--- config.mk ---
export PLATFORM = sky130hd
export DESIGN_NAME = iir_biquad_mc_flat
export DESIGN_NICKNAME = d
export VERILOG_FILES = /design/src/rtl/iir_biquad_mc_pkg.sv /design/src/rtl/iir_biquad_mc_if.sv /design/src/rtl/iir_biquad_mc_coef_bank.sv /design/src/rtl/iir_biquad_mc.sv /design/src/flat_wrapper.sv
export SDC_FILE = /design/constraint.sdc
export NUM_CORES = 2
export LEC_CHECK = 0
export ABC_AREA = 1
export CELL_PAD_IN_SITES_DETAIL_PLACEMENT = 0
export CELL_PAD_IN_SITES_GLOBAL_PLACEMENT = 1
export CORE_AREA = 2 2 348 350
export CTS_CLUSTER_SIZE = 8
export DETAILED_ROUTE_END_ITERATION = 10
export DIE_AREA = 0 0 350 352
export GPL_ROUTABILITY_DRIVEN = 0
export HOLD_SLACK_MARGIN = 0.05
export MAX_ROUTING_LAYER = met4
export PLACE_DENSITY_LB_ADDON = 0.1
export SYNTH_ARGS = -nofsm -noshare
export SYNTH_HDL_FRONTEND = slang
export SYNTH_SLANG_ARGS = --single-unit
--- constraint.sdc ---
create_clock -name clk -period 25.6 [get_ports clk]
set_clock_uncertainty 0.15 [all_clocks]
set_input_delay 3.84 -clock clk [delete_from_list [all_inputs] [get_ports clk]]
set_output_delay 3.84 -clock clk [all_outputs]
set_load 0.02 [all_outputs]
--- src/rtl/iir_biquad_mc_pkg.sv ---
// Shared types and constants for the multi-channel biquad filter.
//   coef_addr_e  : coefficient bank address map (b0, b1, b2, a1, a2)
//   state_e      : sequencer states
//   acc_w()      : accumulator width for a given sample/coefficient width
//   default_coef : reset value of each tap (unity b0, zero elsewhere = identity)
package iir_pkg;

    typedef enum logic [2:0] {
        B0 = 3'd0,
        B1 = 3'd1,
        B2 = 3'd2,
        A1 = 3'd3,
        A2 = 3'd4
    } coef_addr_e;

    typedef enum logic [1:0] {
        IDLE = 2'd0,
        MAC  = 2'd1,
        RND  = 2'd2,
        OUT  = 2'd3
    } state_e;

    localparam int NUM_TAPS = 5;
    localparam int LAST_TAP = NUM_TAPS - 1;

    // Three guard bits cover the sum of five full-scale products.
    function automatic int acc_w(input int dw, input int cw);
        return dw + cw + 3;
    endfunction

    function automatic int default_coef(input int tap, input int frac);
        return (tap == int'(B0)) ? (1 << frac) : 0;
    endfunction

endpackage

--- src/rtl/iir_biquad_mc_if.sv ---
// Sample stream interface of the biquad filter.
//   in_valid/in_ready/in_ch/in_data : input sample handshake
//   out_valid/out_ch/out_data       : one-cycle result strobe with channel tag
// master = sample producer/result consumer, slave = the filter.
interface iir_biquad_mc_if #(
    parameter int DW  = 32,
    parameter int CHW = 2
);
    logic           in_valid;
    logic           in_ready;
    logic [CHW-1:0] in_ch;
    logic [DW-1:0]  in_data;
    logic           out_valid;
    logic [CHW-1:0] out_ch;
    logic [DW-1:0]  out_data;

    modport master (
        output in_valid, in_ch, in_data,
        input  in_ready, out_valid, out_ch, out_data
    );

    modport slave (
        input  in_valid, in_ch, in_data,
        output in_ready, out_valid, out_ch, out_data
    );
endinterface

--- src/rtl/iir_biquad_mc_coef_bank.sv ---
// Coefficient bank for the biquad filter.
// Holds a shadow set written by the control bus and a working set used by
// the MAC; the working set is refreshed from the shadow only when a sample
// is accepted, so bus writes never disturb a computation in flight.
// Ports:
//   clk, reset_l       : clock, async active-low reset
//   coef_we/addr/data  : control bus write (addresses 5..7 ignored)
//   load               : sample accepted -> copy shadow into working set
//   tap_idx            : MAC step index 0..4
//   tap_coef           : working coefficient for that step
module iir_coef_bank
    import iir_pkg::*;
#(
    parameter int CW   = 18,
    parameter int FRAC = 16
) (
    input  logic          clk,
    input  logic          reset_l,
    input  logic          coef_we,
    input  logic [2:0]    coef_addr,
    input  logic [CW-1:0] coef_data,
    input  logic          load,
    input  logic [2:0]    tap_idx,
    output logic [CW-1:0] tap_coef
);

    logic [CW-1:0] shadow_q [NUM_TAPS];
    logic [CW-1:0] shadow_d [NUM_TAPS];
    logic [CW-1:0] work_q   [NUM_TAPS];
    logic [CW-1:0] work_d   [NUM_TAPS];

    // The copy takes the pre-edge shadow, so a write coinciding with an
    // accept lands in the shadow and only reaches the following sample.
    always_comb begin
        shadow_d = shadow_q;
        work_d   = work_q;
        for (int i = 0; i < NUM_TAPS; i++) begin
            if (coef_we && (coef_addr == 3'(i))) begin
                shadow_d[i] = coef_data;
            end
        end
        if (load) begin
            work_d = shadow_q;
        end
    end

    always_ff @(posedge clk or negedge reset_l) begin
        if (!reset_l) begin
            for (int i = 0; i < NUM_TAPS; i++) begin
                shadow_q[i] <= CW'(default_coef(i, FRAC));
                work_q[i]   <= CW'(default_coef(i, FRAC));
            end
        end else begin
            shadow_q <= shadow_d;
            work_q   <= work_d;
        end
    end

    always_comb begin
        tap_coef = '0;
        for (int i = 0; i < NUM_TAPS; i++) begin
            if (tap_idx == 3'(i)) begin
                tap_coef = work_q[i];
            end
        end
    end

endmodule

--- src/rtl/iir_biquad_mc.sv ---
// Multi-channel fixed-point direct-form-I biquad IIR filter.
//   y = b0*x0 + b1*x1 + b2*x2 - a1*y1 - a2*y2, one shared multiplier,
//   five MAC cycles, one round/saturate cycle, one output cycle.
// Ports:
//   clk, reset_l        : clock, async active-low reset
//   coef_we/addr/data   : coefficient bus (0=b0 1=b1 2=b2 3=a1 4=a2)
//   bypass              : output the input sample, latency unchanged
//   clr_state           : sync clear of history, armed flags, sat_flag;
//                         aborts any computation in flight
//   s_if (slave)        : sample in/out stream with channel tag
//   sat_flag            : sticky saturation indicator
module iir_biquad_mc
    import iir_pkg::*;
#(
    parameter int DW   = 32,
    parameter int CW   = 18,
    parameter int FRAC = 16,
    parameter int NCH  = 4,
    parameter int CHW  = (NCH > 1) ? $clog2(NCH) : 1
) (
    input  logic          clk,
    input  logic          reset_l,
    input  logic          coef_we,
    input  logic [2:0]    coef_addr,
    input  logic [CW-1:0] coef_data,
    input  logic          bypass,
    input  logic          clr_state,
    iir_biquad_mc_if.slave s_if,
    output logic          sat_flag
);

    localparam int ACC_W = acc_w(DW, CW);
    localparam logic signed [ACC_W-1:0] ROUND_HALF = ACC_W'(1) << (FRAC - 1);
    localparam logic [DW-1:0] Y_MAX = {1'b0, {(DW-1){1'b1}}};
    localparam logic [DW-1:0] Y_MIN = {1'b1, {(DW-1){1'b0}}};

    state_e                   state_q, state_d;
    logic [2:0]               mac_idx_q, mac_idx_d;
    logic [CHW-1:0]           ch_q, ch_d;
    logic [DW-1:0]            x0_q, x0_d;
    logic signed [ACC_W-1:0]  acc_q, acc_d;
    logic                     gate_q, gate_d;
    logic [DW-1:0]            y_sat_q, y_sat_d;
    logic [DW-1:0]            out_data_q, out_data_d;
    logic [CHW-1:0]           out_ch_q, out_ch_d;
    logic                     sat_q, sat_d;
    logic                     ready_en_q, ready_en_d;
    logic [NCH-1:0]           armed_q, armed_d;

    logic [DW-1:0] x1_q [NCH];
    logic [DW-1:0] x1_d [NCH];
    logic [DW-1:0] x2_q [NCH];
    logic [DW-1:0] x2_d [NCH];
    logic [DW-1:0] y1_q [NCH];
    logic [DW-1:0] y1_d [NCH];
    logic [DW-1:0] y2_q [NCH];
    logic [DW-1:0] y2_d [NCH];

    logic                     in_ready_w;
    logic                     accept;
    logic [CHW-1:0]           in_ch_norm;
    logic [CW-1:0]            tap_coef;
    logic [DW-1:0]            operand;
    logic signed [ACC_W-1:0]  coef_ext;
    logic signed [ACC_W-1:0]  opnd_ext;
    logic signed [ACC_W-1:0]  product;
    logic signed [ACC_W-1:0]  rnd_sum;
    logic signed [ACC_W-1:0]  shifted;
    logic                     pos_ovf;
    logic                     neg_ovf;
    logic [DW-1:0]            y_sat_w;

    // ready_en_q keeps in_ready low until the first edge after reset release.
    assign in_ready_w = ready_en_q && (state_q == IDLE) && !clr_state;
    assign accept     = s_if.in_valid && in_ready_w;
    assign in_ch_norm = (int'(s_if.in_ch) < NCH) ? s_if.in_ch : '0;

    assign s_if.in_ready  = in_ready_w;
    assign s_if.out_valid = (state_q == OUT) && !clr_state;
    assign s_if.out_ch    = out_ch_q;
    assign s_if.out_data  = out_data_q;
    assign sat_flag       = sat_q;

    iir_coef_bank #(
        .CW   (CW),
        .FRAC (FRAC)
    ) u_coef_bank (
        .clk       (clk),
        .reset_l   (reset_l),
        .coef_we   (coef_we),
        .coef_addr (coef_addr),
        .coef_data (coef_data),
        .load      (accept),
        .tap_idx   (mac_idx_q),
        .tap_coef  (tap_coef)
    );

    // Operand select follows the tap order b0*x0, b1*x1, b2*x2, a1*y1, a2*y2.
    // Both factors are sign-extended to the accumulator width; the true
    // product always fits, so the truncated multiply is exact.
    always_comb begin
        operand = '0;
        case (mac_idx_q)
            3'd0:    operand = x0_q;
            3'd1:    operand = x1_q[ch_q];
            3'd2:    operand = x2_q[ch_q];
            3'd3:    operand = y1_q[ch_q];
            3'd4:    operand = y2_q[ch_q];
            default: operand = '0;
        endcase
        coef_ext = ACC_W'(signed'(tap_coef));
        opnd_ext = ACC_W'(signed'(operand));
        product  = coef_ext * opnd_ext;
    end

    // Round half up, then saturate: overflow whenever the bits above the
    // output sign bit are not a copy of the accumulator sign.
    always_comb begin
        rnd_sum = acc_q + ROUND_HALF;
        shifted = rnd_sum >>> FRAC;
        pos_ovf = !shifted[ACC_W-1] && (|shifted[ACC_W-2:DW-1]);
        neg_ovf = shifted[ACC_W-1] && !(&shifted[ACC_W-2:DW-1]);
        if (pos_ovf) begin
            y_sat_w = Y_MAX;
        end else if (neg_ovf) begin
            y_sat_w = Y_MIN;
        end else begin
            y_sat_w = shifted[DW-1:0];
        end
    end

    // clr_state overrides every state: history and armed flags are wiped,
    // sat_flag drops and any computation in flight is abandoned.
    // Warm-up gating (gate_q) blanks the output and freezes history for a
    // zero sample on a channel that has not yet seen a nonzero one.
    always_comb begin
        state_d    = state_q;
        mac_idx_d  = mac_idx_q;
        ch_d       = ch_q;
        x0_d       = x0_q;
        acc_d      = acc_q;
        gate_d     = gate_q;
        y_sat_d    = y_sat_q;
        out_data_d = out_data_q;
        out_ch_d   = out_ch_q;
        sat_d      = sat_q;
        ready_en_d = 1'b1;
        armed_d    = armed_q;
        x1_d       = x1_q;
        x2_d       = x2_q;
        y1_d       = y1_q;
        y2_d       = y2_q;

        if (clr_state) begin
            state_d   = IDLE;
            mac_idx_d = '0;
            sat_d     = 1'b0;
            armed_d   = '0;
            for (int i = 0; i < NCH; i++) begin
                x1_d[i] = '0;
                x2_d[i] = '0;
                y1_d[i] = '0;
                y2_d[i] = '0;
            end
        end else begin
            case (state_q)
                IDLE: begin
                    if (accept) begin
                        state_d   = MAC;
                        mac_idx_d = '0;
                        ch_d      = in_ch_norm;
                        x0_d      = s_if.in_data;
                        acc_d     = '0;
                        gate_d    = !armed_q[in_ch_norm] && (s_if.in_data == '0);
                    end
                end
                MAC: begin
                    if (mac_idx_q >= 3'(A1)) begin
                        acc_d = acc_q - product;
                    end else begin
                        acc_d = acc_q + product;
                    end
                    if (mac_idx_q == 3'(LAST_TAP)) begin
                        state_d   = RND;
                        mac_idx_d = '0;
                    end else begin
                        mac_idx_d = mac_idx_q + 3'd1;
                    end
                end
                RND: begin
                    y_sat_d  = y_sat_w;
                    out_ch_d = ch_q;
                    if (gate_q) begin
                        out_data_d = '0;
                    end else if (bypass) begin
                        out_data_d = x0_q;
                    end else begin
                        out_data_d = y_sat_w;
                    end
                    if (pos_ovf || neg_ovf) begin
                        sat_d = 1'b1;
                    end
                    state_d = OUT;
                end
                OUT: begin
                    if (!gate_q) begin
                        x2_d[ch_q]    = x1_q[ch_q];
                        x1_d[ch_q]    = x0_q;
                        y2_d[ch_q]    = y1_q[ch_q];
                        y1_d[ch_q]    = y_sat_q;
                        armed_d[ch_q] = 1'b1;
                    end
                    state_d = IDLE;
                end
                default: state_d = IDLE;
            endcase
        end
    end

    always_ff @(posedge clk or negedge reset_l) begin
        if (!reset_l) begin
            state_q    <= IDLE;
            mac_idx_q  <= '0;
            ch_q       <= '0;
            x0_q       <= '0;
            acc_q      <= '0;
            gate_q     <= 1'b0;
            y_sat_q    <= '0;
            out_data_q <= '0;
            out_ch_q   <= '0;
            sat_q      <= 1'b0;
            ready_en_q <= 1'b0;
            armed_q    <= '0;
            for (int i = 0; i < NCH; i++) begin
                x1_q[i] <= '0;
                x2_q[i] <= '0;
                y1_q[i] <= '0;
                y2_q[i] <= '0;
            end
        end else begin
            state_q    <= state_d;
            mac_idx_q  <= mac_idx_d;
            ch_q       <= ch_d;
            x0_q       <= x0_d;
            acc_q      <= acc_d;
            gate_q     <= gate_d;
            y_sat_q    <= y_sat_d;
            out_data_q <= out_data_d;
            out_ch_q   <= out_ch_d;
            sat_q      <= sat_d;
            ready_en_q <= ready_en_d;
            armed_q    <= armed_d;
            x1_q       <= x1_d;
            x2_q       <= x2_d;
            y1_q       <= y1_d;
            y2_q       <= y2_d;
        end
    end

endmodule

--- src/flat_wrapper.sv ---
// flat-port wrapper written by rule: the top's interface ports become plain ports
module iir_biquad_mc_flat import iir_pkg::*;
#(
    parameter int DW   = 32,
    parameter int CW   = 18,
    parameter int FRAC = 16,
    parameter int NCH  = 4,
    parameter int CHW  = (NCH > 1) ? $clog2(NCH) : 1
)
  (clk, reset_l, coef_we, coef_addr, coef_data, bypass, clr_state, sat_flag, s_if_in_valid, s_if_in_ch, s_if_in_data, s_if_in_ready, s_if_out_valid, s_if_out_ch, s_if_out_data);
  iir_biquad_mc_if #(.DW(DW), .CHW(CHW)) s_if_i ();
  input  logic clk;
  input  logic reset_l;
  input  logic coef_we;
  input  logic [2:0] coef_addr;
  input  logic [CW-1:0] coef_data;
  input  logic bypass;
  input  logic clr_state;
  output logic sat_flag;
  input wire logic [$bits(s_if_i.in_valid)-1:0] s_if_in_valid;
  input wire logic [$bits(s_if_i.in_ch)-1:0] s_if_in_ch;
  input wire logic [$bits(s_if_i.in_data)-1:0] s_if_in_data;
  output wire logic [$bits(s_if_i.in_ready)-1:0] s_if_in_ready;
  output wire logic [$bits(s_if_i.out_valid)-1:0] s_if_out_valid;
  output wire logic [$bits(s_if_i.out_ch)-1:0] s_if_out_ch;
  output wire logic [$bits(s_if_i.out_data)-1:0] s_if_out_data;
  assign s_if_i.in_valid = s_if_in_valid;
  assign s_if_i.in_ch = s_if_in_ch;
  assign s_if_i.in_data = s_if_in_data;
  assign s_if_in_ready = s_if_i.in_ready;
  assign s_if_out_valid = s_if_i.out_valid;
  assign s_if_out_ch = s_if_i.out_ch;
  assign s_if_out_data = s_if_i.out_data;
  iir_biquad_mc #(.DW(DW), .CW(CW), .FRAC(FRAC), .NCH(NCH), .CHW(CHW)) u_core (.clk(clk), .reset_l(reset_l), .coef_we(coef_we), .coef_addr(coef_addr), .coef_data(coef_data), .bypass(bypass), .clr_state(clr_state), .s_if(s_if_i), .sat_flag(sat_flag));
endmodule
==> summary.log <==
qor: synth.synth_sequential_area_ratio 34.1%
qor: sta.timing.final.max_slew_violations 0
qor: critical_path.most_common_cell_type_on_the_critical_path nand2_1
qor: synth.synth_nets 8584
qor: critical_path.criticalPathCategory flop to flop
qor: clocking.cts_hold_repair.buffers 0
qor: clocking.cts-htree-levels 3
qor: clocking.post_cts_resized 0
qor: global_routing.grt_pass1_wl 337000 µm
qor: global_routing.number_of_global_route_vias_before_repair 53922
qor: die.top_level_ports 98
qor: detailed_routing.routed_wire_length 221000 µm
qor: clocking.cts_root_buf clkbuf_16
qor: global_routing.grt_remaining_overflow 0
qor: synth.netlist-cell-type-count 64
qor: die.die_height 352 µm
qor: sta.worst_slew_margin_rel 4.43%
qor: sta.timing.final.crit_period 13.84 ns
qor: critical_path.critical_path_arrival 14.31 ns
qor: layout.multi_input_area 0.0337 mm²
qor: layout.layout-drive-gt1-share 4.60%
qor: sta.fin_tns_setup 0 ns
qor: synth.post_synth.cell_area_avg 8.07 µm²
qor: clocking.clock-sinks 857
qor: placed_design.port_buffers 97
qor: synth.synth.cell_area 0.0628 mm²
qor: die.die_boundary_width 350 µm
qor: detailed_routing.num_vias 54435
qor: die.initial_core_util 52.7%
qor: layout.area.sequential 0.0214 mm²
qor: die.die_footprint 0.123 mm²
qor: layout.nNetsFinal 8549
qor: detailed_routing.ant_nets 0
qor: critical_path.cp_slowest_stage_delay 0.84 ns
qor: detailed_routing.drc 0
qor: run_status.result_of_the_run finished clean
qor: clocking.cts_inserted_buffers 118
qor: detailed_routing.drt-initial-drc-count 5808
qor: synth.ys_dominant_reg_cell dfrtp_1
qor: sta.hold_vio_cnt_final 0
qor: critical_path.critical_path.slowest_cell a221oi_1
qor: sta.timing.final.setup_violations 0
qor: critical_path.cp-end-kind flop
qor: die.floorplan.rows 127
qor: clocking.clk_transition_reported_paths 0.06 ns
qor: detailed_routing.drt-vias-per-instance 5.79
qor: sta.final.period_utilization 54.1%
qor: placed_design.dp_hpwl 158000 µm
qor: die.fp.coreArea 0.119 mm²
qor: sta.setup_repair_after_global_routing_missed_its_margin no
qor: layout.commonest_cells_after_routing_fill_and_taps_aside inv_1 (1707), nand2_1 (1638), dfrtp_1 (855), o22ai_1 (672), fa_1 (554)
qor: critical_path.ff2ff_path_depth 50
qor: sta.max_slew.worst_pin.slew 1.42 ns
qor: synth.synth_seq_cells 857
qor: synth.gate_count_after_technology_mapping 7784
qor: clocking.later_pin_clock_latency_in_the_skew_report 0.77 ns
qor: sta.fmax 0.0722 GHz
qor: synth.number_of_enable_type_register_cells_in_the_synthesized_netlist 0
qor: detailed_routing.first_pass_iters 6
qor: clocking.cts_tree yes
qor: critical_path.worstSetupStartpointType flop
qor: layout.most_frequent_standard_cell_in_the_layout_excluding_fill_and_tap_cells inv_1
qor: job.maxCapViolCount 0
qor: global_routing.groute.usage.overall 37.2%
qor: synth.ys_warn_count 0
qor: global_routing.grt_start_max_net_pins 123
qor: layout.area_growth 9.32%
qor: global_routing.antenna_violations_before_repair 6
qor: layout.fillers 11146
qor: hold_path.worst_hold_path_type flop to flop
qor: critical_path.cp_max_fo 39
qor: clocking.post-cts-setup-buffer-count 0
qor: clocking.cts-root-to-sink-buffers 3
qor: detailed_routing.detail_route.wl_per_cell 23.5 µm
qor: hold_path.worst_hold_path.num_cells 2
qor: critical_path.required_arrival_time_at_the_worst_endpoint 26.07 ns
qor: synth.async_flop_share 100%
## registers in the layout, summed over array words and instances, names as in the netlist
| signal | flops |
|---|---|
| u_core.acc_q | 53 |
| u_core.armed_q | 4 |
| u_core.ch_q | 2 |
| u_core.gate_q | 1 |
| u_core.mac_idx_q | 3 |
| u_core.ready_en_q | 1 |
| u_core.s_if.out_ch | 2 |
| u_core.s_if.out_data | 32 |
| u_core.sat_flag | 1 |
| u_core.state_q | 2 |
| u_core.u_coef_bank.shadow_q | 90 |
| u_core.u_coef_bank.work_q | 90 |
| u_core.x0_q | 32 |
| u_core.x1_q | 128 |
| u_core.x2_q | 128 |
| u_core.y1_q | 128 |
| u_core.y2_q | 128 |
| u_core.y_sat_q | 32 |
## worst paths after layout
check	start	to	slack, ns
max in group asynchronous	reset_l	u_core.u_coef_bank.work_q[33]$_DFFE_PN0P_	18.18
min in group asynchronous	reset_l	u_core.y2_q[28]$_DFFE_PN0P_	3.03
worst min-delay path	u_core.u_coef_bank.shadow_q[41]$_DFFE_PN0P_	u_core.u_coef_bank.work_q[41]$_DFFE_PN0P_	0.28
worst max-delay path	u_core.ch_q[1]$_DFFE_PN0P_	u_core.acc_q[50]$_DFFE_PN0P_	11.76
worst min register to register	u_core.u_coef_bank.shadow_q[41]$_DFFE_PN0P_	u_core.u_coef_bank.work_q[41]$_DFFE_PN0P_	0.28
worst max register to register	u_core.ch_q[1]$_DFFE_PN0P_	u_core.acc_q[50]$_DFFE_PN0P_	11.76
## layer usage
layer	GRT usage (%)	wire length [µm]	vias to the layer above
met3	8.96	22400	382
met2	53.4	96200	2578
li1	-	-	24359
met1	51.9	93900	27116
met5	-	0	-
met4	12.1	8230	0
## cells in the mapped netlist, types with 12 or more instances
| master | count | area, µm² |
|---|---|---|
| fa_1 | 554 | 11100 |
| dfrtp_1 | 855 | 21400 |
| nand3_1 | 133 | 666 |
| nor3_1 | 31 | 155 |
| nand2_1 | 1643 | 6170 |
| inv_2 | 35 | 131 |
| a21o_1 | 15 | 113 |
| inv_1 | 1710 | 6420 |
| o21ai_1 | 57 | 285 |
| o211ai_1 | 22 | 165 |
| clkbuf_1 | 265 | 995 |
| nand2_2 | 12 | 75.1 |
| xnor2_1 | 22 | 193 |
| nor4_1 | 18 | 113 |
| a31oi_1 | 25 | 156 |
| a21oi_1 | 202 | 1010 |
| xor2_1 | 76 | 666 |
| nand3b_1 | 18 | 135 |
| buf_1 | 31 | 116 |
| a221oi_1 | 71 | 622 |
| nand4_1 | 32 | 200 |
| nor2_1 | 549 | 2060 |
| a22oi_1 | 37 | 278 |
| ha_1 | 185 | 2310 |
| o22ai_1 | 672 | 4200 |
| buf_2 | 49 | 245 |
| o21ai_0 | 339 | 1700 |
| nor2_2 | 13 | 81.3 |
| o211a_1 | 18 | 180 |
## final cells by class
| cell class | count | share of cell area (%) |
|---|---|---|
| multi-input cells | 4825 | 49.0 |
| flip-flops and latches | 857 | 31.2 |
| inverters | 1751 | 9.58 |
| clock buffers | 139 | 4.43 |
| well taps | 1612 | 2.94 |
| repair buffers | 196 | 2.50 |
| clock inverters | 9 | 0.286 |
| diodes | 5 | 0.0182 |
## cells by family (layout without fill, tap and decap cells)
group	count (synthesis)	after routing	synth area share (%)
AOI/OAI and AO/OA	1500	1500	14.5
DFF	857	857	34.1
buffers and inverters	2102	2095	12.7
adders and majority gates	739	739	21.3
and+or+nand+nor	2483	2483	15.9
other	1	6	0.00597
xor gates and xnor gates	102	102	1.49
## worst max-delay path, delay by kind of cell, from the launching register on
kind | cells | cell delay (ns)
xor gates and xnor gates | 1 | 0.30
AOI/OAI and AO/OA | 8 | 2.04
adders and majority gates | 8 | 4.30
DFF | 1 | 0.56
buffers and inverters | 10 | 2.27
and+or+nand+nor | 23 | 3.98
## through the flow
step	utilization [%]	hold slack (ns)	instance area [µm²]	cells	setup WS, ns
final	57.6	0.281	68700	9394	11.76
after global routing	57.6	0.301	68700	9393	11.17
after CTS	57.6	0.274	68700	9389	12.15
after detailed placement	54.8	0.302	65400	9241	12.20
after global placement	54.8	0.299	65400	9241	12.29
after floorplan	-	0.292	62800	7784	16.03
Power is not shown: default switching activity piles up to over one toggle a cycle in this logic, so the estimate is an artifact.
